**config.mk**
```make
export PLATFORM = sky130hd
export DESIGN_NAME = mem_ctrl
export DESIGN_NICKNAME = d
export VERILOG_FILES = /design/src/rtl/mem_ctrl_pkg.sv /design/src/rtl/mem_ctrl_fetch_assembler.sv /design/src/rtl/mem_ctrl.sv
export SDC_FILE = /design/constraint.sdc
export NUM_CORES = 1
export LEC_CHECK = 0
export ABC_AREA = 1
export BUFFER_PORTS_ARGS = -buffer_cell sky130_fd_sc_hd__buf_2
export CORE_UTILIZATION = 54
export CTS_BUF_LIST = sky130_fd_sc_hd__clkbuf_8
export CTS_CLUSTER_DIAMETER = 80
export CTS_CLUSTER_SIZE = 28
export DETAILED_ROUTE_END_ITERATION = 12
export GPL_TIMING_DRIVEN = 0
export HOLD_SLACK_MARGIN = 0.15
export PLACE_DENSITY = 0.95
export SYNTH_ARGS = -nofsm -noshare
export SYNTH_HDL_FRONTEND = slang
export SYNTH_HIERARCHICAL = 1
export SYNTH_SLANG_ARGS = --single-unit
```
**constraint.sdc**
```tcl
create_clock -name clk -period 5.2 [get_ports clk]
set_input_delay 0.26 -clock clk [delete_from_list [all_inputs] [get_ports clk]]
set_output_delay 0.26 -clock clk [all_outputs]
set_load 0.01 [all_outputs]
```
**src/rtl/mem_ctrl_pkg.sv**
```systemverilog
// mem_ctrl_pkg: fetch FSM state encodings, zero constants and bus widths
package mem_ctrl_pkg;
  typedef enum logic [2:0] {MC_IDLE, MC_B0, MC_B1, MC_B2, MC_B3, MC_B4} mc_state_t;
  localparam int reg_bus_w = 32;
  localparam int byte_bus_w = 8;
  localparam logic [byte_bus_w-1:0] zero8 = '0;
  localparam logic [reg_bus_w-1:0] zero32 = '0;
endpackage

```
**src/rtl/mem_ctrl_fetch_assembler.sv**
```systemverilog
// mem_ctrl_fetch_assembler: sequences four byte reads per fetch and assembles a little-endian word
module mem_ctrl_fetch_assembler
  import mem_ctrl_pkg::*;
#(
  parameter int ADDR_W = 32
) (
  input  logic                  clk,
  input  logic                  rst,
  input  logic                  req,
  input  logic [ADDR_W-1:0]     addr,
  input  logic                  flush,
  input  logic                  ce,
  input  logic [byte_bus_w-1:0] ram_din,
  output logic                  idle,
  output logic                  active,
  output logic [ADDR_W-1:0]     base,
  output logic [ADDR_W-1:0]     rd_addr,
  output logic [reg_bus_w-1:0]  inst,
  output logic                  done
);
  mc_state_t state, nxt;
  logic start, fin;
  logic [2:0] k;
  logic [23:0] asm_q;
  assign idle = state == MC_IDLE;
  assign active = state inside {MC_B0, MC_B1, MC_B2, MC_B3};
  assign k = state - MC_B0;
  assign rd_addr = base + ADDR_W'(k);
  // state register
  always_ff @(posedge clk)
    state <= rst ? MC_IDLE : nxt;
  // next state: MEM access or flush abandon any fetch in progress, B4 completes it
  always_comb begin
    start = idle && req && !ce && !flush;
    fin = state == MC_B4 && !ce && !flush;
    nxt = idle ? (start ? MC_B0 : MC_IDLE)
        : (ce || flush || state == MC_B4) ? MC_IDLE : mc_state_t'(state + 3'd1);
  end
  // latch base, shift in bytes 0..2, and publish the word with byte 3 from the RAM
  always_ff @(posedge clk)
    if (rst) begin
      base <= '0;
      asm_q <= '0;
      inst <= zero32;
      done <= 1'b0;
    end else begin
      done <= fin;
      if (start) base <= addr;
      if (state inside {MC_B1, MC_B2, MC_B3}) asm_q <= {ram_din, asm_q[23:8]};
      if (fin) inst <= {ram_din, asm_q};
    end
endmodule

```
**src/rtl/mem_ctrl.sv**
```systemverilog
// mem_ctrl: MEM/fetch RAM port arbiter; MEMCTRL_FETCH_BUF_EN adds a one-entry fetch buffer
module mem_ctrl
  import mem_ctrl_pkg::*;
#(
  parameter int ADDR_W = 32,
  parameter int RAM_LAT = 1
) (
  input  logic                  clk,
  input  logic                  rst,
  input  logic [ADDR_W-1:0]     ma_addr_in,
  input  logic [byte_bus_w-1:0] ma_data_in,
  input  logic                  ma_rw_flag,
  input  logic                  ma_ce_flag,
  output logic [byte_bus_w-1:0] ma_data_out,
  input  logic                  if_req,
  input  logic [ADDR_W-1:0]     if_addr,
  input  logic                  if_flush,
  output logic [reg_bus_w-1:0]  if_inst,
  output logic                  if_done,
  output logic [ADDR_W-1:0]     ram_addr,
  output logic [byte_bus_w-1:0] ram_dout,
  output logic                  ram_wr,
  input  logic [byte_bus_w-1:0] ram_din,
  output logic                  mem_busy
);
  if (RAM_LAT != 1) begin : g_lat_check
    $error("mem_ctrl: only RAM_LAT=1 is supported");
  end
  logic fa_req, fa_idle, fa_active, fa_done;
  logic [ADDR_W-1:0] fa_base, fa_addr;
  logic [reg_bus_w-1:0] fa_inst;
  mem_ctrl_fetch_assembler #(.ADDR_W(ADDR_W)) u_fa (
    .clk(clk), .rst(rst), .req(fa_req), .addr(if_addr), .flush(if_flush), .ce(ma_ce_flag),
    .ram_din(ram_din), .idle(fa_idle), .active(fa_active), .base(fa_base), .rd_addr(fa_addr),
    .inst(fa_inst), .done(fa_done)
  );
  assign mem_busy = ma_ce_flag;
  assign ma_data_out = ram_din;
  assign ram_addr = rst ? '0 : ma_ce_flag ? ma_addr_in : fa_active ? fa_addr : '0;
  assign ram_dout = (ma_ce_flag && !rst) ? ma_data_in : zero8;
  assign ram_wr = ma_ce_flag && ma_rw_flag && !rst;
`ifdef MEMCTRL_FETCH_BUF_EN
  logic buf_valid, hit, hit_q, wr_hit;
  logic [ADDR_W-1:0] buf_addr, chk_addr;
  logic [reg_bus_w-1:0] buf_inst;
  assign hit = fa_idle && if_req && !ma_ce_flag && !if_flush && buf_valid && if_addr == buf_addr;
  assign fa_req = if_req && !hit;
  assign chk_addr = fa_done ? fa_base : buf_addr;
  assign wr_hit = ma_ce_flag && ma_rw_flag && (ma_addr_in - chk_addr) < ADDR_W'(4);
  assign if_done = fa_done || hit_q;
  assign if_inst = hit_q ? buf_inst : fa_inst;
  // capture each completed fetch; a store into the buffered word invalidates it
  always_ff @(posedge clk)
    if (rst) begin
      buf_valid <= 1'b0;
      buf_addr <= '0;
      buf_inst <= zero32;
      hit_q <= 1'b0;
    end else begin
      hit_q <= hit;
      buf_valid <= fa_done ? !wr_hit : buf_valid && !wr_hit;
      if (fa_done) begin
        buf_addr <= fa_base;
        buf_inst <= fa_inst;
      end
    end
`else
  logic unused;
  assign unused = ^{fa_idle, fa_base};
  assign fa_req = if_req;
  assign if_done = fa_done;
  assign if_inst = fa_inst;
`endif
endmodule

```
After elaboration in Yosys (flattened, before gate mapping)
Cells that the tools add are included.
- add/subtract/negate cells: 3
- equal/unequal tests: 5
- multiplexer cells: 7
- reduce and logical (&&, ||, !) cells: 16
- operators with widths (kind ; count):
    $mux W32 ; 3
    $add A32 B3 Y32 ; 1
    $logic_and A1 B1 Y1 ; 8
    $mux W8 ; 1
    $eq A3 B2 Y1 const B ; 2
    $eq A3 B3 Y1 const B ; 2
    $mux W3 ; 2
    $reduce_bool A4 Y1 ; 1
    $add A3 B1 Y3 const B ; 1
    $eq A3 B1 Y1 const B ; 1
    $logic_not A1 Y1 ; 3
    $logic_not A3 Y1 ; 1
    $reduce_bool A3 Y1 ; 1
    $sub A3 B1 Y3 const B ; 1
    $logic_or A1 B1 Y1 ; 2
    $mux W1 ; 1
- flip-flop bits (word level): 92
- bits of input ports: 86

Depth between registers and ports, before layout
- depth after elaboration: 6
- mapped depth: 16

Hierarchy
Netlist, hierarchy kept.
- modules (own cells, without submodules) (module ; instances ; cells an instance ; area an instance (µm²)):
    mem_ctrl_fetch_assembler ; 1 ; 616 ; 4291.6
    mem_ctrl ; 1 ; 202 ; 822.0

Worst setup path after synthesis
OpenSTA, ideal clock, no wires.
- path kind: register to output
- start point: reg u_fa.state[0]
- end point: out ram_addr[14]
- arrival: 2097 ps
- slack: 2843 ps
- stages on the path, launching flop included: 14
- path buffers: 0
- path through: dfxtp_1 > inv_1 > ha_1 > fa_1 > inv_1 > nand3_1 > nand2_2 > nand2_1 > nor2_2 > xor2_1 > inv_1 > nor2_1 > nand2_1 > nand2_1
- longest elaborated chain between the ends: 5
- RTL lines (what ; line ; RTL):
    start: declaration ; mem_ctrl_fetch_assembler.sv:21 ; mc_state_t state, nxt;
    start signal: assignment ; mem_ctrl_fetch_assembler.sv:31 ; state <= rst ? MC_IDLE : nxt;
    $sub A3 B1 Y3 ; mem_ctrl_fetch_assembler.sv:27 ; assign k = state - MC_B0;
    $add A32 B3 Y32 ; mem_ctrl_fetch_assembler.sv:28 ; assign rd_addr = base + ADDR_W'(k);
    net fa_addr[14] ; mem_ctrl.sv:30 ; logic [ADDR_W-1:0] fa_base, fa_addr;
    $mux W32 (3 in series) ; mem_ctrl.sv:39 ; assign ram_addr = rst ? '0 : ma_ce_flag ? ma_addr_in : fa_active ? fa_addr : '0;
    end: declaration ; mem_ctrl.sv:20 ; output logic [ADDR_W-1:0] ram_addr,
The timed path passes the listed nets, and every way through them passes these cells.

Final worst setup path
- start point: reg u_fa.state[0]
- end point: out ram_addr[18]
Same word-level chain as after synthesis.

==> impl_metrics.csv <==
group,metric,value,unit
synthesis,synthCells,818,
place,place_hpwl,10700,µm
routing,drt_iter0_markers,249,
synthesis,synth_seq_cells,92,
clock_network,post_cts_resized,0,
routing,drc,0,
synthesis,synthDistinctLibCells,28,
global_routing,grt_pass1_wl,22100,µm
synthesis,synth_nets,914,
routing,viasPerCell,4.96,
sta,fin_crit_sh,61.3,%
global_routing,gr-total-overflow,0,
global_routing,grt_max_degree,15,
clock_network,clock_sinks,92,
setup_path,cp_data_arrival_time,2.93,ns
cells_and_area,fillerInstances,802,
clock_network,numCtsBuffers,9,
die,num_rows,35,
cells_and_area,diodes,0,
die,start_util,55.6,%
place,portBuffers,168,
synthesis,avgSynthCellArea,6.25,µm²
clock_network,path_clk_slew,0.08,ns
pwr,p_per_area,230,nW/µm²
place,place_inst,1097,
global_routing,antenna_found_initial,0,
clock_network,cts.path.max_buffers,2,
setup_path,start_kind,"flop",
sta,hold_viol,0,
synthesis,yosys_warnings,6,
routing,via_count,5520,
global_routing,grt_pass1_vias,5029,
sta,rsz0062_at_grt,"no",
pwr,p_leak,3.41,nW
cells_and_area,area_delta_synth_final,24.0,%
die,coreArea,9200,µm²
sta,fmax,0.314,GHz
clock_network,cts_max_level,3,
sta,finalSetupTns,0,ns
sta,finalSetupViolCount,0,
synthesis,seq_area_frac_synth,36.0,%
place,gp_congestion,0.883,
routing,drt_wl_total,13700,µm
routing,antenna_left,0,
synthesis,syn-cell-area,5110,µm²
cells_and_area,layout-drive-gt1-share,23.6,%
clock_network,tritoncts,"yes",
clock_network,cts_root_buf,"clkbuf_8",
routing,firstDrtPassIters,5,
flow_run,maxCapViolations,0,
pwr,irDropWorstVdd,0.000215,V
die,io_pins,169,
clock_network,clock_latency,0.34,ns
setup_path,endpoint_kind,"output pin",
sta,relSlewSlack,72.3,%
cells_and_area,final_cells,1114,
die,die_y,99.3,µm
run_status,status,"completed",
setup_path,cp.required,4.94,ns
sta,min_period,3.19,ns
die,die_w,99.3,µm
sta,finClkSkew,0.00627,ns
routing,wire_per_inst,12.3,µm
sta,slew_violations,0,
global_routing,grt_use_total,28.0,%
setup_path,path_max_fanout,6,
cells_and_area,nets,1094,
setup_path,rrSetupSlack,3.44,ns
hold_path,min_path_type,"in2reg",
sta,tightest_slew,0.415,ns
die,die_area,9860,µm²
setup_path,path_class,"reg2out",
[cells in the final DEF, fill, tap and decap left out]
cell type and instances:
nor2_2 5, nor3_4 1, nand3b_1 13, nor3_1 1
nand2_1 196, fa_1 1, xnor2_1 7, o21ai_0 79
xor2_1 9, a21oi_1 5, inv_2 6, clkbuf_8 12
bufinv_16 2, nand3_1 4, or2_2 1, o21ai_1 10
nand2_2 4, nor2_4 1, nand4_1 1, clkbuf_1 10
dlygate4sd3_1 1, clkbuf_2 1, ha_1 9, buf_6 9
buf_2 177, inv_1 68, clkinvlp_4 1, nor2_1 259
buf_4 15, nand3_2 2, dfxtp_1 92, o22ai_1 1
[sequential cells by signal, summed over array words and instances, names as in the netlist]
register / cells
u_fa/base: 32
u_fa/done: 1
u_fa/asm_q: 24
u_fa/inst: 32
u_fa/state: 3
[stage by stage]
stage / power, W / hold WS (ns) / area, µm² / worst slack (ns) / utilization, %
2_1_floorplan: 0.000847 / 0.332 / 5110 / 2.84 / -
3_3_place_gp: 0.000918 / 0.461 / 6090 / 2.47 / 66.3
5_1_grt: 0.00152 / 0.155 / 6340 / 1.72 / 68.9
4_1_cts: 0.00146 / 0.152 / 6340 / 2.01 / 68.9
6_report: 0.00146 / 0.167 / 6340 / 2.01 / 68.9
3_5_place_dp: 0.000922 / 0.470 / 6090 / 2.42 / 66.3
[Yosys cell counts (all sizes together)]
library cell,count,area [µm²]
fa,1,20.0
nand4,1,6.26
nand3,6,40.0
inv,73,274
nand3b,13,97.6
dfxtp,92,1840
xor2,9,78.8
buf,33,259
nand2,200,761
or2,1,6.26
o22ai,1,6.26
nor3,2,21.3
clkbuf,11,42.5
a21oi,5,25.0
xnor2,7,61.3
o21ai,89,445
ha,9,113
nor2,265,1010
[layout make-up]
type,count,area (µm²),area share [%]
clock inverters,4,71.3,1.12
inverters,73,274,4.32
clock buffers,12,165,2.61
multi-input cells,609,2700,42.5
flip-flops and latches,92,1840,29.1
plain buffers,44,302,4.76
repair buffers,169,851,13.4
well taps,111,139,2.19
[per-layer routing]
| metal | wire (µm) | vias up | GRT usage (%) |
|---|---|---|---|
| met5 | 0 | - | 0 |
| met4 | 350 | 0 | 12.8 |
| met3 | 951 | 34 | 3.72 |
| met2 | 6750 | 230 | 52.2 |
| met1 | 5670 | 2413 | 31.7 |
| li1 | - | 2843 | - |
[worst max-delay path: stages (launching register included)]
cell,delay [ns]
dfxtp_1,0.40
inv_1,0.13
ha_1,0.37
fa_1,0.44
inv_1,0.07
nand3_1,0.10
nand2_2,0.14
nand3_1,0.23
nor2_1,0.18
nor2_1,0.05
nor2_1,0.12
inv_1,0.05
nor2_1,0.08
nand2_1,0.05
nand2_1,0.05
buf_2,0.12
[kinds of logic (layout without fill, tap and decap cells)]
kind of cell / after synthesis / in the layout / synth area share [%]
simple gates: 488 / 488 / 38.1
buf+inv: 117 / 302 / 11.3
compound gates: 95 / 95 / 9.32
flops: 92 / 92 / 36.0
fa+ha+maj: 10 / 10 / 2.59
xor+xnor: 16 / 16 / 2.74
[report_power, final]
group          internal (W)  switching [W]
clock              0.000309       0.000237
combinational     0.0000789      0.0000974
sequential         0.000717      0.0000158
[what timing repair did]
action / 4_1_cts / 5_1_grt
buffers inserted: 0 / 0
hold buffers: 1 / 0
hold endpoints to repair: 1 / 0
[worst paths after layout]
| kind | endpoint | start | cells past startpoint |
|---|---|---|---|
| hold reg to reg | u_fa/inst[3]$_SDFFE_PP0P_ | u_fa/asm_q[3]$_SDFFE_PP0P_ | 2 |
| hold / removal | u_fa/base[2]$_SDFFE_PP0P_ | if_addr[2] | 3 |
| setup / recovery | ram_addr[18] | u_fa/state[0]$_SDFF_PP0_ | 15 |
| setup reg to reg | u_fa/asm_q[14]$_SDFFE_PP0P_ | u_fa/state[0]$_SDFF_PP0_ | 9 |
Power figures use the tool's default switching activity.
